==> config.mk <==
export PLATFORM = sky130hd
export DESIGN_NAME = fifo_rd_stream_flat
export DESIGN_NICKNAME = d
export VERILOG_FILES = /design/src/rtl/fifo_rd_stream_if.sv /design/src/rtl/fifo_rd_stream.sv /design/src/flat_wrapper.sv
export SDC_FILE = /design/constraint.sdc
export NUM_CORES = 1
export LEC_CHECK = 0
export BUFFER_PORTS_ARGS = -buffer_cell sky130_fd_sc_hd__buf_2
export CORE_MARGIN = 2
export CORE_UTILIZATION = 54
export DETAILED_ROUTE_END_ITERATION = 10
export PLACE_DENSITY = 0.91
export SYNTH_ARGS = -nofsm -noshare
export SYNTH_HDL_FRONTEND = slang
export SYNTH_SLANG_ARGS = --single-unit
==> constraint.sdc <==
create_clock -name rd_clk -period 2.46 [get_ports rd_clk]
set_clock_uncertainty 0.15 [all_clocks]
set_input_delay 0.246 -clock rd_clk [delete_from_list [all_inputs] [get_ports rd_clk]]
set_output_delay 0.246 -clock rd_clk [all_outputs]
set_load 0.005 [all_outputs]
==> src/rtl/fifo_rd_stream_if.sv <==
// rtl/fifo_rd_stream_if.sv - FIFO read-port and output-stream signal bundle for fifo_rd_stream
interface fifo_rd_stream_if #(
  parameter int DATASIZE = 8
);
  // FIFO memory read port
  logic                rd_empty;
  logic [DATASIZE-1:0] rd_data;
  logic                rd_en;

  // consumer stream
  logic                out_valid;
  logic                out_ready;
  logic [DATASIZE-1:0] out_data;

  // adapter side
  modport master (
    input  rd_empty,
    input  rd_data,
    input  out_ready,
    output rd_en,
    output out_valid,
    output out_data
  );

  // memory and consumer side
  modport slave (
    output rd_empty,
    output rd_data,
    output out_ready,
    input  rd_en,
    input  out_valid,
    input  out_data
  );
endinterface

==> src/rtl/fifo_rd_stream.sv <==
// rtl/fifo_rd_stream.sv - FIFO read-side skid buffer adapter; pop counter enabled by FIFO_RD_STREAM_CNT_EN
module fifo_rd_stream #(
  parameter int DATASIZE = 8,
  parameter int CNTSIZE  = 16
) (
  input  logic               rd_clk,
  input  logic               rd_rst_n,
  fifo_rd_stream_if.master   bus,
  output logic [CNTSIZE-1:0] rd_count
);

  // ST_HOLD covers reset and the first edge after release; ST_RUN is permanent.
  typedef enum logic {
    ST_HOLD = 1'b0,
    ST_RUN  = 1'b1
  } state_t;

  state_t              state_q, state_d;
  logic                inflight_q, inflight_d;
  logic [1:0]          occ_q, occ_d;
  logic [1:0]          wptr_q, wptr_d;
  logic [1:0]          rptr_q, rptr_d;
  logic [DATASIZE-1:0] buf_q [3];
  logic [DATASIZE-1:0] buf_d [3];

  logic                run;
  logic                rd_en;
  logic                push;
  logic                pop;
  logic                out_valid;
  logic [2:0]          occ_sum;

  // Three-entry ring pointer: 0 -> 1 -> 2 -> 0.
  function automatic logic [1:0] ptr_inc(input logic [1:0] p);
    return (p == 2'd2) ? 2'd0 : p + 2'd1;
  endfunction

  // Run state next-state: leave ST_HOLD on the first edge after reset release.
  always_comb begin
    state_d = state_q;
    case (state_q)
      ST_HOLD: state_d = ST_RUN;
      ST_RUN:  state_d = ST_RUN;
      default: state_d = ST_HOLD;
    endcase
  end

  // Run state register.
  always_ff @(posedge rd_clk or negedge rd_rst_n) begin
    if (!rd_rst_n) begin
      state_q <= ST_HOLD;
    end else begin
      state_q <= state_d;
    end
  end

  assign run = (state_q == ST_RUN);

  // Words buffered plus the word on its way from memory; a read is only
  // issued when there is guaranteed room for its data two edges later.
  assign occ_sum   = {1'b0, occ_q} + {2'b00, inflight_q};
  assign rd_en     = run & ~bus.rd_empty & (occ_sum <= 3'd2);
  assign out_valid = (occ_q != 2'd0);
  assign push      = inflight_q;
  assign pop       = out_valid & bus.out_ready;

  assign bus.rd_en     = rd_en;
  assign bus.out_valid = out_valid;
  assign bus.out_data  = buf_q[rptr_q];

  // Buffer, pointers and occupancy next-state; rd_data is only sampled
  // when a read is in flight so an idle (possibly floating) bus is never stored.
  always_comb begin
    buf_d      = buf_q;
    wptr_d     = wptr_q;
    rptr_d     = rptr_q;
    occ_d      = occ_q;
    inflight_d = rd_en;
    if (push) begin
      buf_d[wptr_q] = bus.rd_data;
      wptr_d        = ptr_inc(wptr_q);
    end
    if (pop) begin
      rptr_d = ptr_inc(rptr_q);
    end
    case ({push, pop})
      2'b10:   occ_d = occ_q + 2'd1;
      2'b01:   occ_d = occ_q - 2'd1;
      default: occ_d = occ_q;
    endcase
  end

  // Buffer, pointers and occupancy registers; everything in flight is dropped on reset.
  always_ff @(posedge rd_clk or negedge rd_rst_n) begin
    if (!rd_rst_n) begin
      inflight_q <= 1'b0;
      occ_q      <= 2'd0;
      wptr_q     <= 2'd0;
      rptr_q     <= 2'd0;
      for (int i = 0; i < 3; i++) begin
        buf_q[i] <= '0;
      end
    end else begin
      inflight_q <= inflight_d;
      occ_q      <= occ_d;
      wptr_q     <= wptr_d;
      rptr_q     <= rptr_d;
      for (int i = 0; i < 3; i++) begin
        buf_q[i] <= buf_d[i];
      end
    end
  end

`ifdef FIFO_RD_STREAM_CNT_EN
  logic [CNTSIZE-1:0] cnt_q, cnt_d;

  // Accepted-word counter next-state; wraps naturally at the counter width.
  always_comb begin
    cnt_d = cnt_q;
    if (pop) begin
      cnt_d = cnt_q + CNTSIZE'(1);
    end
  end

  // Accepted-word counter register; cleared only by reset.
  always_ff @(posedge rd_clk or negedge rd_rst_n) begin
    if (!rd_rst_n) begin
      cnt_q <= '0;
    end else begin
      cnt_q <= cnt_d;
    end
  end

  assign rd_count = cnt_q;
`else
  assign rd_count = '0;
`endif

endmodule

==> src/flat_wrapper.sv <==
// flat-port wrapper written by rule: the top's interface ports become plain ports
module fifo_rd_stream_flat 
#(
  parameter int DATASIZE = 8,
  parameter int CNTSIZE  = 16
)
  (rd_clk, rd_rst_n, rd_count, bus_rd_empty, bus_rd_data, bus_out_ready, bus_rd_en, bus_out_valid, bus_out_data);
  fifo_rd_stream_if #(.DATASIZE(DATASIZE)) bus_i ();
  input  logic rd_clk;
  input  logic rd_rst_n;
  output logic [CNTSIZE-1:0] rd_count;
  input wire logic [$bits(bus_i.rd_empty)-1:0] bus_rd_empty;
  input wire logic [$bits(bus_i.rd_data)-1:0] bus_rd_data;
  input wire logic [$bits(bus_i.out_ready)-1:0] bus_out_ready;
  output wire logic [$bits(bus_i.rd_en)-1:0] bus_rd_en;
  output wire logic [$bits(bus_i.out_valid)-1:0] bus_out_valid;
  output wire logic [$bits(bus_i.out_data)-1:0] bus_out_data;
  assign bus_i.rd_empty = bus_rd_empty;
  assign bus_i.rd_data = bus_rd_data;
  assign bus_i.out_ready = bus_out_ready;
  assign bus_rd_en = bus_i.rd_en;
  assign bus_out_valid = bus_i.out_valid;
  assign bus_out_data = bus_i.out_data;
  fifo_rd_stream #(.DATASIZE(DATASIZE), .CNTSIZE(CNTSIZE)) u_core (.rd_clk(rd_clk), .rd_rst_n(rd_rst_n), .bus(bus_i), .rd_count(rd_count));
endmodule
==> impl_metrics.toml, run 1 <==
[detailed_routing]
firstDrtPassIters = 4
via_per_inst = 5.13
route.detailed.drc = 0
ant_nets = 0
routed_wl_um = 2600
route.vias.total = 969
drt_iter0_drc = 11
routedWlPerCell_um = 13.8

[clock_network]
cts-buffers-inserted = 5
clockBufferDepth = 2
cts-root-buf = "clkbuf_4"
clk_latency_ns = 0.31
cts.repair.resized = 0
clk_pin_slew_ns = 0.09
cts_tree = "built"
cts.htree.levels = 2
clock-sinks = 32

[floorplan]
ios = 38
rows = 19
fp.dieW_um = 57.7
core_sq_um = 2760
start_util_pct = 56.4
die_area_sq_um = 3330
die_height_um = 57.7

[timing]
hold_viol = 0
rsz0062_at_grt = "no"
max_slew_margin_pct = 53.6
drv_slew = 0
fmax_mhz = 473
tns_ns = 0
setup_viol = 0
period_needed_ns = 2.11
whs_ns = 0.0305
worst_pin_slew_ns = 0.696
period_share_pct = 85.9

[run]
maxCapViolCount = 0

[yosys]
synth.yosys.seq_area_share_pct = 51.4
synth_cells = 129
ys_types = 24
synth_seq_cells = 32
netlist_area_sq_um = 1560
synth_warnings = 0
syn_avg_cell_area_sq_um = 12.1

[critical_path]
startpoint_type = "register"
crit_cells = 6
cp.required_ns = 2.06
timing.rr.end = "u_core.occ_q[1]"
crit_family = "flip-flops"
end_kind = "output port"
path_cells = "ha_1 > ha_1 > nor2_1 > a21oi_1 > nor3b_1 > buf_2"
crit_start = "u_core.occ_q[0]"
critPathKind = "register to output port"
r2r-start = "u_core.occ_q[0]"
cp_slowest_cell = "dfrtp_1"
cp_num_buf_inv = 1
reg2reg_slack_ns = 0.63
cpMostUsedCell = "ha_1"
critPathMaxStageDelay_ns = 0.45
crit_fanout = 5
reg2regPathDepth = 5
cp.arrival_ns = 1.72
endpoint = "bus_rd_en"

[finish]
layout-drive-gt1-share_pct = 36.7
multiInputGateArea_sq_um = 656
seq_area_sq_um = 801
final_nets = 173
fill_cells = 213
antenna_cells = 0
design_area_sq_um = 1720
area_growth_pct = 10.5
final_util_pct = 62.4

[grt]
grt_use_total_pct = 18.0
grt-ovfl-total = 0
grt_pass1_wl_um = 4420
antenna_found_initial = 0
grt_pass1_vias = 972
grt_max_degree = 33

[placed_design]
gp_congestion = 0.766
place_area_sq_um = 1640
io_buffers = 21
dpl.hpwl_um = 1880

[pwr]
vdd_drop_max_v = 0.000892
p_leak_nw = 0.827
powerDensity_nw_per_um2 = 1200
finalPower_mw = 2.06

[min_path]
hold_path_class = "primary input to register"

[status]
status = "finished clean"
routing by layer:
layer | part of all wire, % | track usage [%] | vias to the layer above
met4 | 1.5 | 9.30 | 0
met2 | 47 | 27.4 | 34
met5 | 0 | 0 | -
li1 | - | - | 458
met3 | 5.6 | 5.80 | 4
met1 | 46 | 23.0 | 473
worst min-delay path by stage:
stage                   start          endpoint  slack [ns]  cells after the start
4_1_cts        bus_rd_data[7]  u_core.buf_q[15]        0.01                      2
2_1_floorplan        rd_rst_n   u_core.buf_q[0]       -0.20                      0
3_3_place_gp         rd_rst_n   u_core.buf_q[4]        0.16                      1
5_1_grt        bus_rd_data[4]   u_core.buf_q[4]        0.01                      2
6_report       bus_rd_data[4]  u_core.buf_q[12]        0.03                      2
3_5_place_dp         rd_rst_n   u_core.buf_q[7]        0.18                      1
registers in the layout, indices dropped and copies added, names as in the netlist:
signal	count
u_core.buf_q	24
u_core.inflight_q	1
u_core.occ_q	2
u_core.rptr_q	2
u_core.run	1
u_core.wptr_q	2
cells in the final DEF, fill, tap and decap left out, types with 2 or more instances in the layout:
cell type	n
inv_1	4
xnor2_1	3
ha_1	4
mux2_2	25
buf_4	3
clkbuf_1	2
conb_1	17
buf_2	21
a21o_1	2
nor2_1	2
o21ai_0	10
nand2_1	8
mux2i_1	8
dlygate4sd3_1	2
dfrtp_1	32
clkbuf_4	5
cells by family after synthesis:
| group | count (synthesis) | share of synthesized area (%) |
|---|---|---|
| AOI/OAI and AO/OA | 13 | 4.50 |
| muxes | 33 | 23.2 |
| buffers and inverters | 25 | 10.0 |
| other | 2 | 0.482 |
| xor gates and xnor gates | 3 | 1.69 |
| adders and majority gates | 4 | 3.22 |
| DFF | 32 | 51.4 |
| and+or+nand+nor | 17 | 5.39 |
timing repair:
| action | 4_1_cts | 5_1_grt |
|---|---|---|
| setup buffers | 0 | 0 |
| hold endpoints to repair | 33 | 0 |
| hold buffers | 2 | 0 |
layout make-up:
class                           instances  share of cell area, %
Clock buffer                            8                   3.42
Sequential cell                        32                   46.5
Inverter                                5                   1.09
Multi-Input combinational cell         87                   38.1
Tap cell                               31                   2.25
Timing Repair Buffer                   26                   8.58
power by group:
group	total [mW]	internal, mW	switching [mW]
Clock	0.301	0.141	0.160
Combinational	0.810	0.459	0.351
Sequential	0.951	0.780	0.171
Total	2.06	1.38	0.682
Yosys cell counts (all sizes together):
cell type | instances | area share (%)
buf | 19 | 8.6
nor3 | 2 | 0.96
clkbuf | 1 | 0.24
nand3 | 1 | 0.32
dfrtp | 32 | 51
or3 | 1 | 0.40
conb | 2 | 0.48
or2 | 1 | 0.40
mux2i | 8 | 5.1
mux2 | 25 | 18
ha | 4 | 3.2
nor2 | 2 | 0.48
a21oi | 1 | 0.32
nand2 | 8 | 1.9
a21o | 2 | 0.96
inv | 5 | 1.2
nor2b | 1 | 0.40
o21ai | 10 | 3.2
nor3b | 1 | 0.48
xnor2 | 3 | 1.7
metrics by stage:
step	setup WS [ns]	std cells
floorplan	0.859	144
global placement	0.706	179
detailed placement	0.641	179
CTS	0.317	189
global route	0.146	189
finish	0.348	189
(Power assumes the default switching activity.)
==> run 2: changes to the inputs <==
Settings changed: ABC_AREA set to 1, PLACE_DENSITY 0.91 to 0.9.
==> run 2 against run 1 <==
  * Critical path depth unchanged
  * Via count increased by 20%
  * Sequential power decreased by 1%
  * Hold slack improved by 0.027 ns
  * Non-clock buffer count decreased by 3
  * Total power increased by 3.9%
  * Synthesized cell count increased by 43%
  * Global-route usage decreased by 0.35 points
  * Area after synthesis increased by 8.4%
  * Fmax decreased by 4.2%
  * Die area increased by 7.8%
  * Largest cell class unchanged
  * Largest power group unchanged
  * Highest routed layer unchanged
==> impl_metrics.toml, run 2 <==
[status]
status = "finished clean"

[finish]
largest_reg_flops = 24
layout-drive-gt1-share_pct = 27.8
design_area_sq_um = 1820
fill_cells = 290
final_cell_mix = "59 x nand2_1, 32 x dfrtp_1, 24 x o21ai_2, 22 x inv_1, 21 x buf_2"
final_nets = 227
antenna_cells = 0
top_register = "u_core.buf_q"
final_common_cell = "nand2_1"
area_growth_pct = 7.71

[critical_path]
end_kind = "output port"
cpMostUsedCell = "ha_1"
critPathMaxStageDelay_ns = 0.56
critPathKind = "register to output port"
crit_family = "flip-flops"
cp_slowest_cell = "dfrtp_1"
path_cells = "ha_1 > inv_1 > ha_1 > nand3b_1 > a21oi_1 > buf_2"
cp.arrival_ns = 1.81
startpoint_type = "register"
crit_fanout = 7
cp_num_buf_inv = 2
reg2regPathDepth = 9
crit_cells = 6
cp.required_ns = 2.06

[min_path]
holdPathStages = 4
hold_path_class = "primary input to register"

[detailed_routing]
routedWlPerCell_um = 10.9
route.vias.total = 1167
ant_nets = 0
via_per_inst = 4.76
route.detailed.drc = 0
firstDrtPassIters = 4
routed_wl_um = 2670
drt_iter0_drc = 32

[clock_network]
hold_buffers = 2
postCtsSetupBuffers = 0
cts_tree = "built"
clock-sinks = 32
cts-buffers-inserted = 5
cts-root-buf = "clkbuf_4"
clockBufferDepth = 2
clk_pin_slew_ns = 0.09
clk_latency_ns = 0.32
cts.htree.levels = 2
cts.repair.resized = 0

[grt]
grt_use_total_pct = 17.6
grt_pass1_wl_um = 4600
grt-ovfl-total = 0
grt_pass1_vias = 1046
grt_max_degree = 33
antenna_found_initial = 0

[yosys]
yosys.area.top_type = "dfrtp_1"
synthDominantCellAreaShare_pct = 47.4
synth_seq_cells = 32
synth_cells = 185
post-synth-top-count-cell = "nand2_1"
synth.yosys.seq_area_share_pct = 47.4
synth_top_family_by_area = "simple AND/OR/NAND/NOR gates"
postSynth.asyncResetShare_pct = 100
ys_types = 18
synth_warnings = 0
synthAdderAreaFrac_pct = 2.97
synthSimpleGateAreaFrac_pct = 21.3
netlist_area_sq_um = 1690
muxShareOfSynthArea_pct = 0
synth_edf_count = 0
synth_compound_area_share_pct = 13.3
yosys_most_used_dff = "dfrtp_1"
syn_avg_cell_area_sq_um = 9.12
yosys-top-cells-count = "59 x nand2_1, 32 x dfrtp_1, 24 x o21ai_2"
synth_xor_area_share_pct = 0.519
synth_area_leaders = "dfrtp_1 47%, nand2_1 13%, o21ai_2 12%, buf_4 7.1%, inv_1 4.9%"

[pwr]
powerDensity_nw_per_um2 = 1180
finalPower_mw = 2.14
p_int_mw = 1.30
seqPwrFrac_pct = 43.9
power_frac_comb_pct = 41.9
vdd_drop_max_v = 0.000594
p_leak_nw = 0.974
clkPwrFrac_pct = 14.2
power.net_switching_mw = 0.845
swShare_pct = 39.4

[placed_design]
gp_congestion = 0.737
place_area_sq_um = 1740
io_buffers = 21
dpl.hpwl_um = 1900

[floorplan]
die_area_sq_um = 3590
fp.dieW_um = 59.9
ios = 38
rows = 20
core_sq_um = 3000
die_height_um = 59.9
start_util_pct = 56.2

[timing]
tns_ns = 0
fmax_mhz = 454
drv_slew = 0
hold_viol = 0
max_slew_margin_pct = 54.8
setup_viol = 0
period_needed_ns = 2.20
worst_pin_slew_ns = 0.675
rsz0062_at_grt = "no"
period_share_pct = 89.6

[run]
maxCapViolCount = 0
==> run 2: cell count changes in the layout (fill, tap and decap cells not counted), moves of 2 or more <==
cell	previous run	this run
inv_1	4	22
o21ai_0	10	2
buf_4	3	0
nand3_1	1	9
mux2i_1	8	0
nand2_1	8	59
nand3_4	0	3
nand2_2	0	2
o21ai_2	0	24
a21o_1	2	0
clkinv_2	0	2
xnor2_1	3	1
clkbuf_1	2	0
mux2_2	25	0
==> run 2: metal layers <==
| metal | track usage [%] | share of wire (%) | up-vias | wire, um |
|---|---|---|---|---|
| li1 | - | - | 602 | - |
| met1 | 22.9 | 42 | 523 | 1130 |
| met3 | 4.76 | 5.9 | 3 | 159 |
| met5 | 0 | 0 | - | 0 |
| met4 | 5.71 | 0.52 | 0 | 14 |
| met2 | 28.6 | 51 | 39 | 1370 |
==> run 2: through the flow <==
stage / worst slack, ns / cells / hold slack (ns) / utilization, %
2_1_floorplan: 0.791 / 200 / -0.200 / -
3_3_place_gp: 0.655 / 235 / 0.180 / 57.8
3_5_place_dp: 0.605 / 235 / 0.179 / 57.8
4_1_cts: 0.240 / 245 / 0.0620 / 60.5
5_1_grt: 0.126 / 245 / 0.0730 / 60.5
6_report: 0.256 / 245 / 0.0574 / 60.5
==> run 2: area by class of cell <==
type / count / area, sq um / area share, %
clock buffer: 6 / 51.3 / 2.82
clock inverter: 2 / 10.0 / 0.551
inverter: 22 / 82.6 / 4.54
multi-input combinational: 127 / 707 / 38.9
sequential: 32 / 801 / 44.0
tap: 33 / 41.3 / 2.27
timing repair buffer: 23 / 125 / 6.88
==> run 2: worst paths after layout <==
path	start	endpoint	slack, ns
worst max-delay path	u_core.inflight_q	bus_rd_en	0.26
worst min-delay path	bus_out_ready	u_core.rptr_q[0]	0.06
worst max register to register	u_core.occ_q[1]	u_core.occ_q[1]	0.85
worst min register to register	u_core.buf_q[10]	u_core.buf_q[10]	0.34
max in group asynchronous	rd_rst_n	u_core.buf_q[15]	1.39
min in group asynchronous	rd_rst_n	u_core.buf_q[19]	0.33
==> run 2: logic make-up after synthesis <==
| family | count (synthesis) |
|---|---|
| simple gates | 78 |
| buf+inv | 41 |
| flops | 32 |
| compound gates | 27 |
| fa+ha+maj | 4 |
| other cells | 2 |
| xor+xnor | 1 |
==> run 2: power by group through the flow <==
| stage | clock (mW) | combinational, mW | sequential, mW |
|---|---|---|---|
| floorplan | 0 | 0.693 | 0.913 |
| global placement | 0 | 0.874 | 0.936 |
| detailed placement | 0 | 0.911 | 0.952 |
| CTS | 0.312 | 0.917 | 0.942 |
| global route | 0.337 | 1.04 | 0.975 |
| finish | 0.304 | 0.897 | 0.941 |
==> run 2: worst reg2reg max path: cells and delay by family (launching register included) <==
kind          cells  cell delay [ns]
fa+ha+maj         1             0.32
buf+inv           3             0.27
flops             1             0.42
simple gates      5             0.34
